File: src/rtl/pipelined_divider.sv
// rtl/pipelined_divider.sv - fully pipelined signed restoring divider with tag sideband and stall
// Quotient truncates toward zero; the remainder takes the numerator's sign.
module pipelined_divider #(
  parameter int NUM_W    = 32,
  parameter int DEN_W    = 22,
  parameter int OUT_W    = 20,
  parameter int BPS      = 8,
  parameter int TAG_W    = 8,
  parameter bit SATURATE = 1'b1
) (
  input  logic             clock,
  input  logic             reset,
  input  logic             i_enable,
  input  logic             i_valid,
  input  logic [NUM_W-1:0] i_numer,
  input  logic [DEN_W-1:0] i_denom,
  input  logic [TAG_W-1:0] i_tag,
  output logic             o_valid,
  output logic [OUT_W-1:0] o_quot,
  output logic [DEN_W-1:0] o_rem,
  output logic [TAG_W-1:0] o_tag,
  output logic             o_divzero,
  output logic             o_ovf
);

  localparam int STAGES = NUM_W / BPS;

  localparam logic signed [NUM_W:0] Q_MAX = {{(NUM_W-OUT_W+2){1'b0}}, {(OUT_W-1){1'b1}}};
  localparam logic signed [NUM_W:0] Q_MIN = {{(NUM_W-OUT_W+2){1'b1}}, {(OUT_W-1){1'b0}}};
  localparam logic [OUT_W-1:0] OUT_MAX = {1'b0, {(OUT_W-1){1'b1}}};
  localparam logic [OUT_W-1:0] OUT_MIN = {1'b1, {(OUT_W-1){1'b0}}};

  // Index 0 is the operand-conditioning stage, 1..STAGES the division stages.
  logic [STAGES:0]    v;
  logic [STAGES:0]    neg_q;
  logic [STAGES:0]    neg_r;
  logic [STAGES:0]    dz;
  logic [NUM_W-1:0]   dq      [0:STAGES];
  logic [DEN_W-1:0]   rem     [0:STAGES];
  logic [DEN_W-1:0]   den_abs [0:STAGES-1];
  logic [TAG_W-1:0]   tag     [0:STAGES];

  logic [NUM_W-1:0]   nxt_dq  [1:STAGES];
  logic [DEN_W-1:0]   nxt_rem [1:STAGES];
  logic [DEN_W-1:0]   step_r;
  logic [NUM_W-1:0]   step_q;
  logic [DEN_W:0]     trial;

  // |-2^(NUM_W-1)| = 2^(NUM_W-1) still fits NUM_W bits when read as unsigned.
  logic [NUM_W-1:0]   numer_abs;
  logic [DEN_W-1:0]   denom_abs;

  always_comb begin
    numer_abs = i_numer[NUM_W-1] ? -i_numer : i_numer;
    denom_abs = i_denom[DEN_W-1] ? -i_denom : i_denom;
  end

  // dq shifts dividend bits out of its MSB and quotient bits into its LSB.
  // With a zero divisor every subtract is of 0, so the remainder ends up
  // holding the low DEN_W bits of |num|, which the sign fix turns into num.
  always_comb begin
    step_r = '0;
    step_q = '0;
    trial  = '0;
    for (int s = 1; s <= STAGES; s++) begin
      step_r = rem[s-1];
      step_q = dq[s-1];
      for (int b = 0; b < BPS; b++) begin
        trial  = {step_r, step_q[NUM_W-1]};
        step_q = {step_q[NUM_W-2:0], 1'b0};
        if (trial >= {1'b0, den_abs[s-1]}) begin
          trial     = trial - {1'b0, den_abs[s-1]};
          step_q[0] = 1'b1;
        end
        step_r = trial[DEN_W-1:0];
      end
      nxt_dq[s]  = step_q;
      nxt_rem[s] = step_r;
    end
  end

  always_ff @(posedge clock or posedge reset) begin
    if (reset) begin
      v <= '0;
    end else if (i_enable) begin
      v <= {v[STAGES-1:0], i_valid};
    end
  end

  always_ff @(posedge clock) begin
    if (i_enable) begin
      dq[0]      <= numer_abs;
      rem[0]     <= '0;
      den_abs[0] <= denom_abs;
      tag[0]     <= i_tag;
      neg_q      <= {neg_q[STAGES-1:0], i_numer[NUM_W-1] ^ i_denom[DEN_W-1]};
      neg_r      <= {neg_r[STAGES-1:0], i_numer[NUM_W-1]};
      dz         <= {dz[STAGES-1:0], (i_denom == '0)};
      for (int s = 1; s <= STAGES; s++) begin
        dq[s]  <= nxt_dq[s];
        rem[s] <= nxt_rem[s];
        tag[s] <= tag[s-1];
      end
      for (int s = 1; s < STAGES; s++) begin
        den_abs[s] <= den_abs[s-1];
      end
    end
  end

  logic [NUM_W:0]        q_ext;
  logic signed [NUM_W:0] q_signed;
  logic                  ovf_n;
  logic [OUT_W-1:0]      quot_n;
  logic [DEN_W-1:0]      rem_n;

  always_comb begin
    q_ext    = {1'b0, dq[STAGES]};
    q_signed = neg_q[STAGES] ? -q_ext : q_ext;
    rem_n    = neg_r[STAGES] ? -rem[STAGES] : rem[STAGES];
    ovf_n    = 1'b0;
    quot_n   = q_signed[OUT_W-1:0];
    if (dz[STAGES]) begin
      quot_n = neg_r[STAGES] ? OUT_MIN : OUT_MAX;
    end else if ((q_signed > Q_MAX) || (q_signed < Q_MIN)) begin
      ovf_n = 1'b1;
      if (SATURATE) begin
        quot_n = q_signed[NUM_W] ? OUT_MIN : OUT_MAX;
      end
    end
  end

  always_ff @(posedge clock or posedge reset) begin
    if (reset) begin
      o_valid   <= 1'b0;
      o_quot    <= '0;
      o_rem     <= '0;
      o_tag     <= '0;
      o_divzero <= 1'b0;
      o_ovf     <= 1'b0;
    end else if (i_enable) begin
      o_valid   <= v[STAGES];
      o_quot    <= quot_n;
      o_rem     <= rem_n;
      o_tag     <= tag[STAGES];
      o_divzero <= dz[STAGES];
      o_ovf     <= ovf_n;
    end
  end

endmodule

File: config.mk
export PLATFORM = sky130hd
export DESIGN_NAME = pipelined_divider
export DESIGN_NICKNAME = d
export VERILOG_FILES = /design/src/rtl/pipelined_divider.sv
export SDC_FILE = /design/constraint.sdc
export NUM_CORES = 2
export LEC_CHECK = 0
export CORE_ASPECT_RATIO = 1.1
export CORE_MARGIN = 10
export CORE_UTILIZATION = 48
export CTS_BUF_LIST = sky130_fd_sc_hd__clkbuf_16
export CTS_CLUSTER_SIZE = 20
export DETAILED_ROUTE_END_ITERATION = 10
export DONT_BUFFER_PORTS = 1
export PLACE_DENSITY = 0.71
export SLEW_MARGIN = 30
export SYNTH_ARGS = -nofsm -noshare
export SYNTH_HDL_FRONTEND = slang
export SYNTH_SLANG_ARGS = --single-unit
File: constraint.sdc
create_clock -name clock -period 30.5 [get_ports clock]
set_input_delay 1.525 -clock clock [delete_from_list [all_inputs] [get_ports clock]]
set_output_delay 1.525 -clock clock [all_outputs]
set_load 0.02 [all_outputs]
# Word-level counts from Yosys, hierarchy flattened
# Memories as Yosys holds them, arrays and structs flattened. A register that Yosys moved wholly into a read port is not among the register bits.
# Index checks and enable logic that the tools add are counted.
[word_totals] regBits=65 mem_bits_rw=398 in_bits=66 wordCells=162 n_memories=4
[mem_list] memory="dq" depth=5 word_bits=32 rd=5 rd_ports_with_merged_regs=0 write_ports=5 line="38" text="logic [NUM_W-1:0] dq [0:STAGES];"
[mem_list] memory="rem" depth=5 word_bits=22 rd=5 rd_ports_with_merged_regs=0 write_ports=5 line="39" text="logic [DEN_W-1:0] rem [0:STAGES];"
[mem_list] memory="den_abs" depth=4 word_bits=22 rd=4 rd_ports_with_merged_regs=0 write_ports=4 line="40" text="logic [DEN_W-1:0] den_abs [0:STAGES-1];"
[mem_list] memory="tag" depth=5 word_bits=8 rd=5 rd_ports_with_merged_regs=1 write_ports=5 line="41" text="logic [TAG_W-1:0] tag [0:STAGES];"
[classes] n_addsub=36 magnitude_cmp=34 mux=76 n_bitwise=1 reduce_logical=2
[op_table] operator="$mux 22" count=34
[op_table] operator="$ge 23x22->1" count=32
[op_table] operator="$sub 22x22->22" count=32
[op_table] operator="$mux 20" count=4
[op_table] operator="$neg 22->22" count=2
[op_table] operator="$mux 1" count=36
[op_table] operator="$gt 33x20->1 const B" count=1
[op_table] operator="$lt 33x20->1 const B" count=1
[op_table] operator="$mux 33" count=1
[op_table] operator="$neg 32->33" count=1
[op_table] operator="$mux 32" count=1
[op_table] operator="$neg 32->32" count=1
[op_table] operator="$logic_not 22->1" count=1
[op_table] operator="$logic_or 1x1->1" count=1
[op_table] operator="$xor 1x1->1" count=1

# Depth between registers and ports, before layout
# An unclocked memory read counts as a cell.
[logic_depth] word_depth=17 ltp_mapped=121

# Worst setup path before layout
# No wires, ideal clock.
[synth_timing] path_type="flip-flop to flip-flop" startpoint="memory den_abs[3][1]" endpoint="memory rem[4][16], in the netlist rem[0][104] (data pin)" setup_ns=0.261 t_arrival_ns=25.565 t_required_ns=30.239 path_slack_ns=4.674 path_stages_with_launch=119 n_path_buf=18 period_less_slack_ns=25.826 path_cell_list="edfxtp_1 -> inv_1 -> ha_1 -> nor2b_1 -> o31a_1 -> o21ai_1 -> a21oi_1 -> a31oi_1 -> o31a_1 -> clkbuf_1 -> clkinv_1 -> buf_1 -> mux2_2 -> ha_1 -> a21o_1 -> a221o_1 -> a2bb2oi_1 -> nor2b_1 -> (+83 left out) -> a21boi_0 -> ha_1 -> nor2b_1 -> o21ai_0 -> a21boi_0 -> o21ai_0 -> a21boi_0 -> o21ai_0 -> nand2_1 -> o211ai_1 -> a21oi_1 -> a41oi_1 -> a21oi_1 -> o41ai_1 -> o211ai_1 -> mux2_2 -> clkbuf_1 -> a221o_1"
[synth_lines] element="start, declared" line="40"
[synth_lines] element="end, declared" line="39"

==> reports/qor.txt <==
GRT Util Overall = 0.245
Tcrit/Tclk final = 0.930
Clock Tree Buf Depth = 3
Buffers on Ports = 0
Layout Nets = 7215
H-tree depth = 2
Reg2reg start = den_abs[3][5]
Top_reg_cell synth = edfxtp_1
DRT antenna net count = 0
Slowest CP cell = mux2_2
Syn_nets = 7261
Critical path class = flip-flop to flip-flop
Die width = 346 um
Register cell area after layout = 0.0132 mm2
Die footprint = 0.131 mm2
Die Y = 379 um
Clock skew = 0.0372 ns
Mapped Cells = 6476
Register area share after synthesis = 0.235
Max Fanout on Critical Path = 38
Drt first pass iters = 7
DRT iter0 DRCs = 4160
Clk sinks = 449
Final Hold Viols = 0
WP data required = 30.89 ns
Startpoint types = flip-flop
Hold Path Class = flip-flop to flip-flop
Mean number of vias per cell = 6.23
Syn_area_per_cell = 8.68 um2
Setup TNS = 0 ns
Multi-input logic area = 0.0411 mm2
Yosys cell types = 102
Most frequent cells in the layout = ha_1 (688), a21oi_1 (611), nor2_1 (469)
GRT overflow = 0
Initial core utilization = 0.484
CTS buffer count = 51
Setup crit start = den_abs[3][5]
Post-CTS setup buffer count = 0
Max-Cap Viols = 0
Netlist Area Pre-Place = 0.0562 mm2
Fin crit period = 28.36 ns
WL/cell = 21.1 um
Boundary Pins = 119
CP arrival = 28.75 ns
Status = finished, final reports clean
Worst rel slew slack = 0.342
Fillers = 10735
Flops & latches, synth = 449
Root Buffer = clkbuf_16
Largest net degree at the start of global routing = 468
Latest clock arrival within the worst-skew pair = 0.67 ns
Setup violations, final = 0
Crit end category = flip-flop
Share of layout cells above drive strength 1 = 0.0887
EDFF count, synth = 391
Area Overhead vs Synth = 6.11%
Reg clk slew, reported paths = 0.06 ns
Initial antenna violation count = 2
Synth async-reset ratio = 0.129
Post-DP HPWL = 132000 um
Leading cell type in the layout, fill and taps excluded = ha_1
Vias in the first global route = 47288
First-pass GRT wire length = 260000 um
Count of warnings emitted by yosys = 0
Slew @ Worst Pin = 0.977 ns
Fmax = 0.0353 GHz
Residual DRC = 0
Crit path buf inv count = 7
Via count = 49880
RD Place Congestion = 0.961
CTS tree = yes
Ant diodes = 0
Cell family with most CP delay = compound AO/OA/AOI/OAI gates
Std-Cell Core Area = 0.116 mm2
CP peak stage delay = 0.61 ns
Drt total wl = 169000 um
Worst hold start = neg_q[1]
Unrepaired setup endpoints after global routing = no
Row count = 131
Max-slew violations = 0
==> registers in the layout (all words and copies together) (netlist names) <==
| register | cells |
|---|---|
| neg_q | 5 |
| o_divzero | 1 |
| tag | 40 |
| o_tag | 8 |
| rem | 88 |
| den_abs | 88 |
| neg_r | 5 |
| o_valid | 1 |
| v | 5 |
| o_quot | 20 |
| o_rem | 22 |
| dq | 160 |
| dz | 5 |
| o_ovf | 1 |
==> cell usage after synthesis (32+ instances only) <==
cell | count | share of area
a211oi_1 | 54 | 0.0072
a21boi_0 | 35 | 0.0047
a21o_1 | 241 | 0.032
a21oi_1 | 611 | 0.054
a221o_1 | 46 | 0.0082
a31oi_1 | 41 | 0.0046
and3_1 | 67 | 0.0075
clkbuf_1 | 93 | 0.0062
dfrtp_1 | 58 | 0.026
edfxtp_1 | 391 | 0.21
ha_1 | 688 | 0.15
inv_1 | 370 | 0.025
mux2_2 | 347 | 0.070
mux2i_1 | 60 | 0.011
nand2_1 | 427 | 0.029
nand2b_1 | 81 | 0.0090
nand3_1 | 123 | 0.011
nand4_1 | 92 | 0.010
nor2_1 | 469 | 0.031
nor2b_1 | 103 | 0.011
nor3_1 | 134 | 0.012
nor4_1 | 37 | 0.0041
o211ai_1 | 44 | 0.0059
o21a_1 | 103 | 0.014
o21ai_0 | 347 | 0.031
o21bai_1 | 91 | 0.012
o31ai_1 | 51 | 0.0068
or2_2 | 36 | 0.0040
or3_1 | 64 | 0.0071
or4_1 | 32 | 0.0043
xnor2_1 | 398 | 0.062
xor2_1 | 230 | 0.036
==> path summary, 6_finish.rpt <==
path,to,slack (ns),depth (start not counted)
worst min-delay path,neg_q[2],0.39,0
min in group asynchronous,o_rem[10],0.99,2
worst max-delay path,rem[0][100],2.14,103
worst max register to register,rem[0][100],2.14,103
max in group asynchronous,o_tag[0],29.00,2
worst min register to register,neg_q[2],0.39,0
==> kinds of logic after synthesis <==
group / count (synthesis) / share of synthesized area
compound gates: 1959 / 0.228
xor+xnor: 628 / 0.0978
buf+inv: 524 / 0.0359
fa+ha+maj: 719 / 0.164
flops: 449 / 0.235
mux: 434 / 0.0857
simple gates: 1763 / 0.154
==> layout make-up <==
type	instances	share of cell area
repair buffers	42	0.00642
multi-input cells	5503	0.689
clock buffers	51	0.0214
well taps	1529	0.0321
flip-flops and latches	449	0.221
inverters	383	0.0242
clock inverters	44	0.00596
==> per-stage QoR <==
step / util / setup slack [ns] / instances / area, um2 / hold WS, ns
5_1_grt: 0.513 / 0.0458 / 8001 / 59600 / 0.394
3_3_place_gp: 0.498 / 2.96 / 7902 / 57900 / 0.400
4_1_cts: 0.512 / 2.12 / 7997 / 59500 / 0.384
3_5_place_dp: 0.498 / 2.21 / 7902 / 57900 / 0.405
2_1_floorplan: - / 4.67 / 6476 / 56200 / 0.400
6_report: 0.513 / 2.14 / 8001 / 59600 / 0.393
==> metal layers <==
metal / up-vias / track usage / part of all wire
met4: 2 / 0.111 / 0.049
met2: 1834 / 0.406 / 0.45
met5: - / 0 / 0.000077
met3: 367 / 0.0417 / 0.071
li1: 24147 / - / -
met1: 23530 / 0.310 / 0.43
==> repair_timing <==
action                     4_1_cts  5_1_grt
resized for setup                0        2
setup endpoints to repair        0       23
hold buffers                     0        0
Power is not shown: default switching activity piles up to over one toggle a cycle in this logic, so the estimate is an artifact.
